## src/rtl/stu_pkg.sv

```systemverilog
// Shared types and default widths for the speculative store retire path.
package stu_pkg;

    localparam int unsigned StuAddrW = 32;
    localparam int unsigned StuDataW = 32;
    localparam int unsigned StuDepth = 8;

    typedef enum logic [1:0] {
        StIdle,
        StCollect,
        StDrain,
        StFlush
    } retire_state_t;

endpackage

```

## src/rtl/stu_sb_fifo.sv

```systemverilog
// In-order store buffer: circular storage with head/tail/count, push, pop and sync clear.
module stu_sb_fifo
    import stu_pkg::*;
#(
    parameter int unsigned ADDR_W = StuAddrW,
    parameter int unsigned DATA_W = StuDataW,
    parameter int unsigned DEPTH  = StuDepth
) (
    input  logic                       clk,
    input  logic                       rst,
    input  logic                       clr,
    input  logic                       push,
    input  logic [ADDR_W-1:0]          push_addr,
    input  logic [DATA_W-1:0]          push_data,
    input  logic [DATA_W/8-1:0]        push_strb,
    input  logic                       pop,
    output logic [ADDR_W-1:0]          head_addr,
    output logic [DATA_W-1:0]          head_data,
    output logic [DATA_W/8-1:0]        head_strb,
    output logic [$clog2(DEPTH+1)-1:0] count,
    output logic                       full,
    output logic                       empty
);

    localparam int unsigned PtrW = $clog2(DEPTH);
    localparam int unsigned CntW = $clog2(DEPTH + 1);

    logic [ADDR_W-1:0]   addr_q [DEPTH];
    logic [DATA_W-1:0]   data_q [DEPTH];
    logic [DATA_W/8-1:0] strb_q [DEPTH];

    logic [PtrW-1:0] head_q, head_d, tail_q, tail_d;
    logic [CntW-1:0] count_q, count_d;
    logic            push_ok, pop_ok;

    assign full    = (count_q == CntW'(DEPTH));
    assign empty   = (count_q == '0);
    assign push_ok = push & ~full;
    assign pop_ok  = pop & ~empty;

    always_comb begin
        head_d  = head_q;
        tail_d  = tail_q;
        count_d = count_q;
        if (clr) begin
            head_d  = '0;
            tail_d  = '0;
            count_d = '0;
        end else begin
            // DEPTH is a power of two, so pointer overflow is the modulo wrap.
            if (push_ok) tail_d = tail_q + 1'b1;
            if (pop_ok)  head_d = head_q + 1'b1;
            unique case ({push_ok, pop_ok})
                2'b10:   count_d = count_q + 1'b1;
                2'b01:   count_d = count_q - 1'b1;
                default: count_d = count_q;
            endcase
        end
    end

    always_ff @(posedge clk or negedge rst) begin
        if (!rst) begin
            head_q  <= '0;
            tail_q  <= '0;
            count_q <= '0;
        end else begin
            head_q  <= head_d;
            tail_q  <= tail_d;
            count_q <= count_d;
        end
    end

    always_ff @(posedge clk) begin
        if (push_ok && !clr) begin
            addr_q[tail_q] <= push_addr;
            data_q[tail_q] <= push_data;
            strb_q[tail_q] <= push_strb;
        end
    end

    assign head_addr = addr_q[head_q];
    assign head_data = data_q[head_q];
    assign head_strb = strb_q[head_q];
    assign count     = count_q;

endmodule

```

## src/rtl/stu_spec_retire.sv

```systemverilog
// Buffers speculative stores during an L2 task; drains them on commit, discards on squash/cancel.
module stu_spec_retire
    import stu_pkg::*;
#(
    parameter int unsigned ADDR_W = StuAddrW,
    parameter int unsigned DATA_W = StuDataW,
    parameter int unsigned DEPTH  = StuDepth
) (
    input  logic                clk,
    input  logic                rst,
    input  logic                l2_spec_task_active_in,
    input  logic                commit_in,
    input  logic                squash_in,
    input  logic                sb_wr_valid_in,
    input  logic [ADDR_W-1:0]   sb_wr_addr_in,
    input  logic [DATA_W-1:0]   sb_wr_data_in,
    input  logic [DATA_W/8-1:0] sb_wr_strb_in,
    output logic                sb_wr_ready_out,
    output logic                sb_overflow_out,
    output logic                mem_wr_valid_out,
    output logic [ADDR_W-1:0]   mem_wr_addr_out,
    output logic [DATA_W-1:0]   mem_wr_data_out,
    output logic [DATA_W/8-1:0] mem_wr_strb_out,
    input  logic                mem_wr_ready_in,
    output logic                spec_flush_out,
    output logic                retire_busy_out,
    output logic                retire_done_out
);

    localparam int unsigned CntW = $clog2(DEPTH + 1);

    retire_state_t       state_q, state_d;
    logic                sb_push, sb_pop, sb_clr, sb_full, sb_empty, last_pop;
    logic [ADDR_W-1:0]   head_addr;
    logic [DATA_W-1:0]   head_data;
    logic [DATA_W/8-1:0] head_strb;
    logic [CntW-1:0]     sb_count;

    stu_sb_fifo #(
        .ADDR_W (ADDR_W),
        .DATA_W (DATA_W),
        .DEPTH  (DEPTH)
    ) u_sb_fifo (
        .clk       (clk),
        .rst       (rst),
        .clr       (sb_clr),
        .push      (sb_push),
        .push_addr (sb_wr_addr_in),
        .push_data (sb_wr_data_in),
        .push_strb (sb_wr_strb_in),
        .pop       (sb_pop),
        .head_addr (head_addr),
        .head_data (head_data),
        .head_strb (head_strb),
        .count     (sb_count),
        .full      (sb_full),
        .empty     (sb_empty)
    );

    assign last_pop = sb_pop && (sb_count == CntW'(1));

    always_ff @(posedge clk or negedge rst) begin
        if (!rst) state_q <= StIdle;
        else      state_q <= state_d;
    end

    always_comb begin
        state_d = state_q;
        unique case (state_q)
            StIdle:    if (l2_spec_task_active_in) state_d = StCollect;
            StCollect: begin
                // Squash beats commit; losing the task without a verdict discards it.
                if (squash_in)                   state_d = StFlush;
                else if (commit_in)              state_d = StDrain;
                else if (!l2_spec_task_active_in) state_d = StFlush;
            end
            StDrain:   if (sb_empty || last_pop) state_d = StIdle;
            StFlush:   state_d = StIdle;
            default:   state_d = StIdle;
        endcase
    end

    always_comb begin
        sb_wr_ready_out  = (state_q == StCollect) && !sb_full;
        sb_overflow_out  = (state_q == StCollect) && sb_wr_valid_in && sb_full;
        sb_push          = sb_wr_valid_in && sb_wr_ready_out;
        mem_wr_valid_out = (state_q == StDrain) && !sb_empty;
        sb_pop           = mem_wr_valid_out && mem_wr_ready_in;
        sb_clr           = (state_q == StFlush);
        spec_flush_out   = (state_q == StFlush);
        retire_busy_out  = (state_q == StDrain) || (state_q == StFlush);
        retire_done_out  = (state_q == StFlush) ||
                           ((state_q == StDrain) && (sb_empty || last_pop));
        mem_wr_addr_out  = mem_wr_valid_out ? head_addr : '0;
        mem_wr_data_out  = mem_wr_valid_out ? head_data : '0;
        mem_wr_strb_out  = mem_wr_valid_out ? head_strb : '0;
    end

endmodule

```

## config.mk

```make
export PLATFORM = sky130hd
export DESIGN_NAME = stu_spec_retire
export DESIGN_NICKNAME = d
export VERILOG_FILES = /design/src/rtl/stu_pkg.sv /design/src/rtl/stu_sb_fifo.sv /design/src/rtl/stu_spec_retire.sv
export SDC_FILE = /design/constraint.sdc
export NUM_CORES = 1
export LEC_CHECK = 0
export CORE_MARGIN = 5
export CORE_UTILIZATION = 35
export DETAILED_ROUTE_END_ITERATION = 8
export SLEW_MARGIN = 5
export SYNTH_ARGS = -nofsm -noshare
export SYNTH_HDL_FRONTEND = slang
export SYNTH_SLANG_ARGS = --single-unit
export TNS_END_PERCENT = 10
```

## constraint.sdc

```tcl
create_clock -name clk -period 11.2 [get_ports clk]
set_input_delay 2.24 -clock clk [delete_from_list [all_inputs] [get_ports clk]]
set_output_delay 2.24 -clock clk [all_outputs]
set_load 0.05 [all_outputs]
```

* Yosys cells after proc, flatten, opt, wreduce, memory -nomap -nowiden
Memories as Yosys holds them, arrays and structs flattened.
Cells that the tools add are included.
** Operators by class
- Add/subtract/negate cells :: 4
- Equality and inequality tests :: 10
- Muxes and demuxes :: 17
- Bitwise gates (word level) :: 4
- Reductions and logical operators :: 21
** Operators by type and width (number)
- 32-bit 2-to-1 mux :: 2
- 3-bit 2-to-1 mux :: 4
- 2-bit 2-to-1 mux :: 5
- 1-bit logical AND :: 9
- 4-bit 2-to-1 mux :: 2
- 2-bit one-hot mux with 4 select lines :: 1
- 4-bit one-hot mux with 2 select lines :: 1
- 3-bit by 1-bit adder with 3-bit output (second input constant) :: 2
- 2-bit == test (second input constant) :: 3
- 4-bit by 1-bit adder with 4-bit output (second input constant) :: 1
- 2-bit by 1-bit == test with 1-bit output (second input constant) :: 2
- 4-bit by 1-bit == test with 1-bit output (second input constant) :: 1
- 4-bit == test (second input constant) :: 1
- 4-bit zero test :: 1
- 2-bit != test (second input constant) :: 2
- 4-bit != test (second input constant) :: 1
- 2-bit nonzero test :: 2
- 4-bit by 1-bit subtractor with 4-bit output (second input constant) :: 1
- 1-bit zero test :: 3
- 1-bit logical OR :: 3
- 3-bit AND reduction :: 1
- 3-bit nonzero test :: 1
- 1-bit AND :: 2
- 2-bit zero test :: 1
- other kinds (2) :: 4
** Storage, ports and cells
- Register bits :: 12
- Memory bits (writable) :: 544
- Input bits :: 75
- Output and inout bits :: 74
- Logic and storage cells :: 63
- Memories :: 3
** Memory list
- u_sb_fifo.addr_q :: depth 8, width 32, rd ports 1, clocked after memory_dff 0, write ports 1, line stu_sb_fifo.sv:28 : logic [ADDR_W-1:0] addr_q [DEPTH];
- u_sb_fifo.data_q :: depth 8, width 32, rd ports 1, clocked after memory_dff 0, write ports 1, line stu_sb_fifo.sv:29 : logic [DATA_W-1:0] data_q [DEPTH];
- u_sb_fifo.strb_q :: depth 8, width 4, rd ports 1, clocked after memory_dff 0, write ports 1, line stu_sb_fifo.sv:30 : logic [DATA_W/8-1:0] strb_q [DEPTH];

* Logic depth before layout (Yosys ltp)
- Word-level depth :: 8
- Mapped depth :: 8
- Gate-level depth less buffers :: 6

* Cells and area by module
Synthesis repeated with hierarchy kept, for this count alone.
** Unflattened totals
- Cells, all modules :: 967
- Area total of the unflattened synthesis :: 21700.8 µm²
** Modules (own cells, without submodules)
- stu_sb_fifo :: instances 1, cells each 863, area an instance 21047.7 µm², sequential area each 16585.9 µm²
- stu_spec_retire :: instances 1, cells each 104, area an instance 653.1 µm², sequential area each 50.0 µm²

* Least setup slack after synthesis
OpenSTA, ideal clock, no wires.
- Kind :: input to register
- Start point :: input sb_wr_valid_in
- End point :: memory u_sb_fifo.addr_q[0][0] in the netlist's numbering, enable pin
- Setup time :: 661 ps
- Arrival time :: 8988 ps
- Data required time :: 10539 ps
- Setup slack :: 1551 ps
- Cell stages on the path :: 3
- Cells stage by stage :: and3b_1 nand2_1 nor4_1
** On the way
- Longest elaborated chain between the ends :: 5
** RTL lines
- from (decl) :: line stu_spec_retire.sv:14 : input logic sb_wr_valid_in,
- 1-bit logical AND :: line stu_spec_retire.sv:86 : sb_push = sb_wr_valid_in && sb_wr_ready_out;
- 1-bit AND :: line stu_sb_fifo.sv:38 : assign push_ok = push & ~full;
- 1-bit logical AND :: line stu_sb_fifo.sv:74 : if (push_ok && !clr) begin
- 1-bit 2-to-1 mux :: line stu_sb_fifo.sv:74
- 1-bit 2-to-1 mux (not written as such) :: line stu_sb_fifo.sv:75 : addr_q[tail_q] <= push_addr;
- to (decl) :: line stu_sb_fifo.sv:28
No other way between the ends.

* Worst setup path after layout
- Start point :: register u_sb_fifo.head_q[0]
- End point :: output mem_wr_addr_out[12]
** On the way
- Longest elaborated chain between the ends :: 2
** RTL lines
- from (decl) :: line stu_sb_fifo.sv:32 : logic [PtrW-1:0] head_q, head_d, tail_q, tail_d;
- from (signal assigned) :: line stu_sb_fifo.sv:63 : head_q <= '0;
- from (signal assigned) :: line stu_sb_fifo.sv:67 : head_q <= head_d;
- memory read 8 x 32 bit
- 32-bit 2-to-1 mux :: line stu_spec_retire.sv:94 : mem_wr_addr_out = mem_wr_valid_out ? head_addr : '0;
- to (decl) :: line stu_spec_retire.sv:21 : output logic [ADDR_W-1:0] mem_wr_addr_out,
No other way between the ends.

==> qor.txt <==
Reg-to-reg endpoint = u_sb_fifo.strb_q[7][1]
Yosys top cell by area = edfxtp_1
Yosys warns = 0
Setup TNS = 0 ns
Pre-CTS setup slack = 4.89 ns
Critical Path Sink = mem_wr_addr_out[12]
HPWL Detailed = 24.0 mm
Startpoint types = register
Setup CP Type = reg2out
Chip height = 257 um
Max Freq = 147 MHz
CTS Hold Bufs = 0
Post-synthesis mux area share = 0.176
Seq/Total Area, Yosys = 0.780
1st-iter DRT viols = 630
Post-Syn Instances = 953
Post-CTS sizing = 0
Final Hold Vio Count = 0
Mapped Area = 21300 sq um
Seq cells post-synth = 556
Synth Area in Simple Gates = 0.0236
CTS Buf Count = 55
Syn_area_per_cell = 22.4 sq um
Core area = 60400 sq um
Static Leak = 7.77 nW
DRC viols = 0
GRT Residual Overflow = 0
Min-Delay Path Depth = 1
Flop2flop setup slack = 7.36 ns
Setup slack after layout = 4.42 ns
Area share of fa/ha/maj cells after synthesis = 0.00293
Critical path, cell by cell = buf_4 -> buf_4 -> mux4_2 -> mux2i_1 -> nor2_1 -> clkdlybuf4s50_1
Min-delay worst type = reg2reg
RSZ-0062 raised after global routing = no
Die ar. = 66000 sq um
Startpoint of the worst register-to-register path = u_sb_fifo.count[0]
Synth async-reset ratio = 0.0216
Critical path fanouts, max = 36
Most used cell, CP = buf_4
First-pass GRT wire length = 68.5 mm
Number of cells on the worst reg-to-reg path = 7
VDD IR max = 0.000117 V
Met2 usage = 0.227
Final #Nets = 1208
Post-Synth XOR/XNOR Area = 0.00164
Initial antenna violation count = 5
Reg clk slew, reported paths = 0.06 ns
Die Wd = 257 um
GRT met1 Usage = 0.184
Setup violators final = 0
GPL Wtd Cong = 0.700
Via Count = 9759
Final period utilization = 0.606
Top FF cell, synth = edfxtp_1
Final min period = 6.78 ns
Pre-antenna DRT Iters = 4
Number of H-tree levels = 2
Setup bufs post-CTS = 0
Data arrival, critical path = 4.54 ns
CTS tree = built
EDFF count, synth = 544
Crit-path slowest cell = dfrtp_4
Worst slew margin = 0.256
Most frequent cells in the layout = 544 x edfxtp_1, 148 x clkdlybuf4s50_1, 136 x mux4_2, 79 x nor2_1, 70 x mux2i_1
M3 GR Usage = 0.0291
Largest net degree at the start of global routing = 71
Worst Setup SP = u_sb_fifo.head_q[0]
Status = completed
Number of I/O port buffers = 148
Pwr Density = 221 nW/um^2
Synth area leaders = edfxtp_1 77%, mux4_2 14%, mux2i_1 3.3%, nor2_1 1.4%, dfrtp_1 1.4%
Initial Util = 0.353
Clock sink count = 556
Final Max Slew Viols = 0
FP Rows = 90
GR peak layer = met2
Root Driver = clkbuf_16
Leading cell type in the layout, fill and taps excluded = edfxtp_1
Fill cells = 5268
Total track usage = 0.136
Crit end category = primary output
Number of max-cap violations = 0
Clock Path Buffers = 3
Layout area overhead = 19.8%
Vias per cell = 4.99
Hold Slack = 0.580 ns
Largest family of logic cells by synthesized area = multiplexers
Share of cells above drive strength 1 = 0.208
Wire per inst = 23.0 um
Worst Max-Slew Pin Slew = 1.12 ns
Clock Latency Late Sink = 0.60 ns
Yosys top cell area share = 0.766
Post-route ant nets = 0
Max Clock Skew = 0.0233 ns
Critical Path RT = 8.96 ns
Synth Area in Compound Gates = 0.00370
Routed WL = 45.0 mm
Synth Net Count = 1033
Cell variety after synth = 36
Crit-path max cell delay = 0.89 ns
Io pins = 149
Vias in the first global route = 10500
[Yosys cell counts, drive strengths merged (5+ instances only)]
library cell and count:
mux2i 70, nand2 12, clkbuf 8, inv 5, nor2 82, ha 5
mux4 136, edfxtp 544, dfrtp 12, buf 41, nor3 5
[report_power, final]
group | internal (W) | leakage, nW | switching [W]
Sequential | 0.00240 | 5.05 | 0.0000999
Combinational | 0.000564 | 1.85 | 0.000773
Clock | 0.00107 | 0.867 | 0.000750
Total | 0.00404 | 7.77 | 0.00162
[cells by family after synthesis]
family | Yosys count
xor+xnor | 4
compound gates | 12
fa+ha+maj | 5
flops | 556
simple gates | 116
buf+inv | 54
mux | 206
[worst min path at each step]
stage / slack (ns) / to / from
after floorplan: 0.52 / u_sb_fifo.count[3] / u_sb_fifo.count[3]
after global placement: 0.55 / u_sb_fifo.count[3] / u_sb_fifo.count[3]
after detailed placement: 0.56 / u_sb_fifo.count[3] / u_sb_fifo.count[3]
after CTS: 0.57 / u_sb_fifo.count[3] / u_sb_fifo.count[3]
after global routing: 0.61 / u_sb_fifo.count[3] / u_sb_fifo.count[3]
final: 0.58 / u_sb_fifo.count[3] / u_sb_fifo.count[3]
[routing by layer]
layer	vias up	routed length, um	part of all wire
met5	-	20	0.00044
met4	2	864	0.019
met3	67	2170	0.048
met2	208	22600	0.50
met1	5184	19300	0.43
li1	4298	-	-
[worst max-delay path, delay by kind of cell (launching register included)]
| family | cells | cell delay [ns] |
|---|---|---|
| mux | 2 | 0.83 |
| simple gates | 1 | 0.07 |
| flops | 1 | 0.89 |
| buf+inv | 3 | 2.10 |
[final cells by class]
type | count | area [sq um] | share of cell area
Antenna cell | 4 | 10.0 | 0.000392
Clock buffer | 64 | 1430 | 0.0560
Clock inverter | 36 | 358 | 0.0140
Inverter | 5 | 18.8 | 0.000734
Multi-Input combinational cell | 343 | 4490 | 0.176
Sequential cell | 556 | 16600 | 0.651
Tap cell | 782 | 978 | 0.0383
Timing Repair Buffer | 167 | 1620 | 0.0635
[sequential cells by signal, summed over array words and instances (netlist names)]
| register | cells |
|---|---|
| u_sb_fifo.count | 4 |
| u_sb_fifo.data_q | 256 |
| state_q | 2 |
| u_sb_fifo.addr_q | 256 |
| u_sb_fifo.tail_q | 3 |
| u_sb_fifo.head_q | 3 |
| u_sb_fifo.strb_q | 32 |
[per-stage QoR]
| stage | utilization | total power [W] | instance area, sq um | std cells |
|---|---|---|---|---|
| after floorplan | - | 0.00351 | 21300 | 953 |
| after global placement | 0.394 | 0.00391 | 23800 | 1853 |
| after detailed placement | 0.394 | 0.00392 | 23800 | 1853 |
| after CTS | 0.423 | 0.00575 | 25600 | 1953 |
| after global routing | 0.423 | 0.00591 | 25600 | 1953 |
| final | 0.424 | 0.00566 | 25600 | 1957 |
Note: power is estimated with default switching activity, not from simulation.
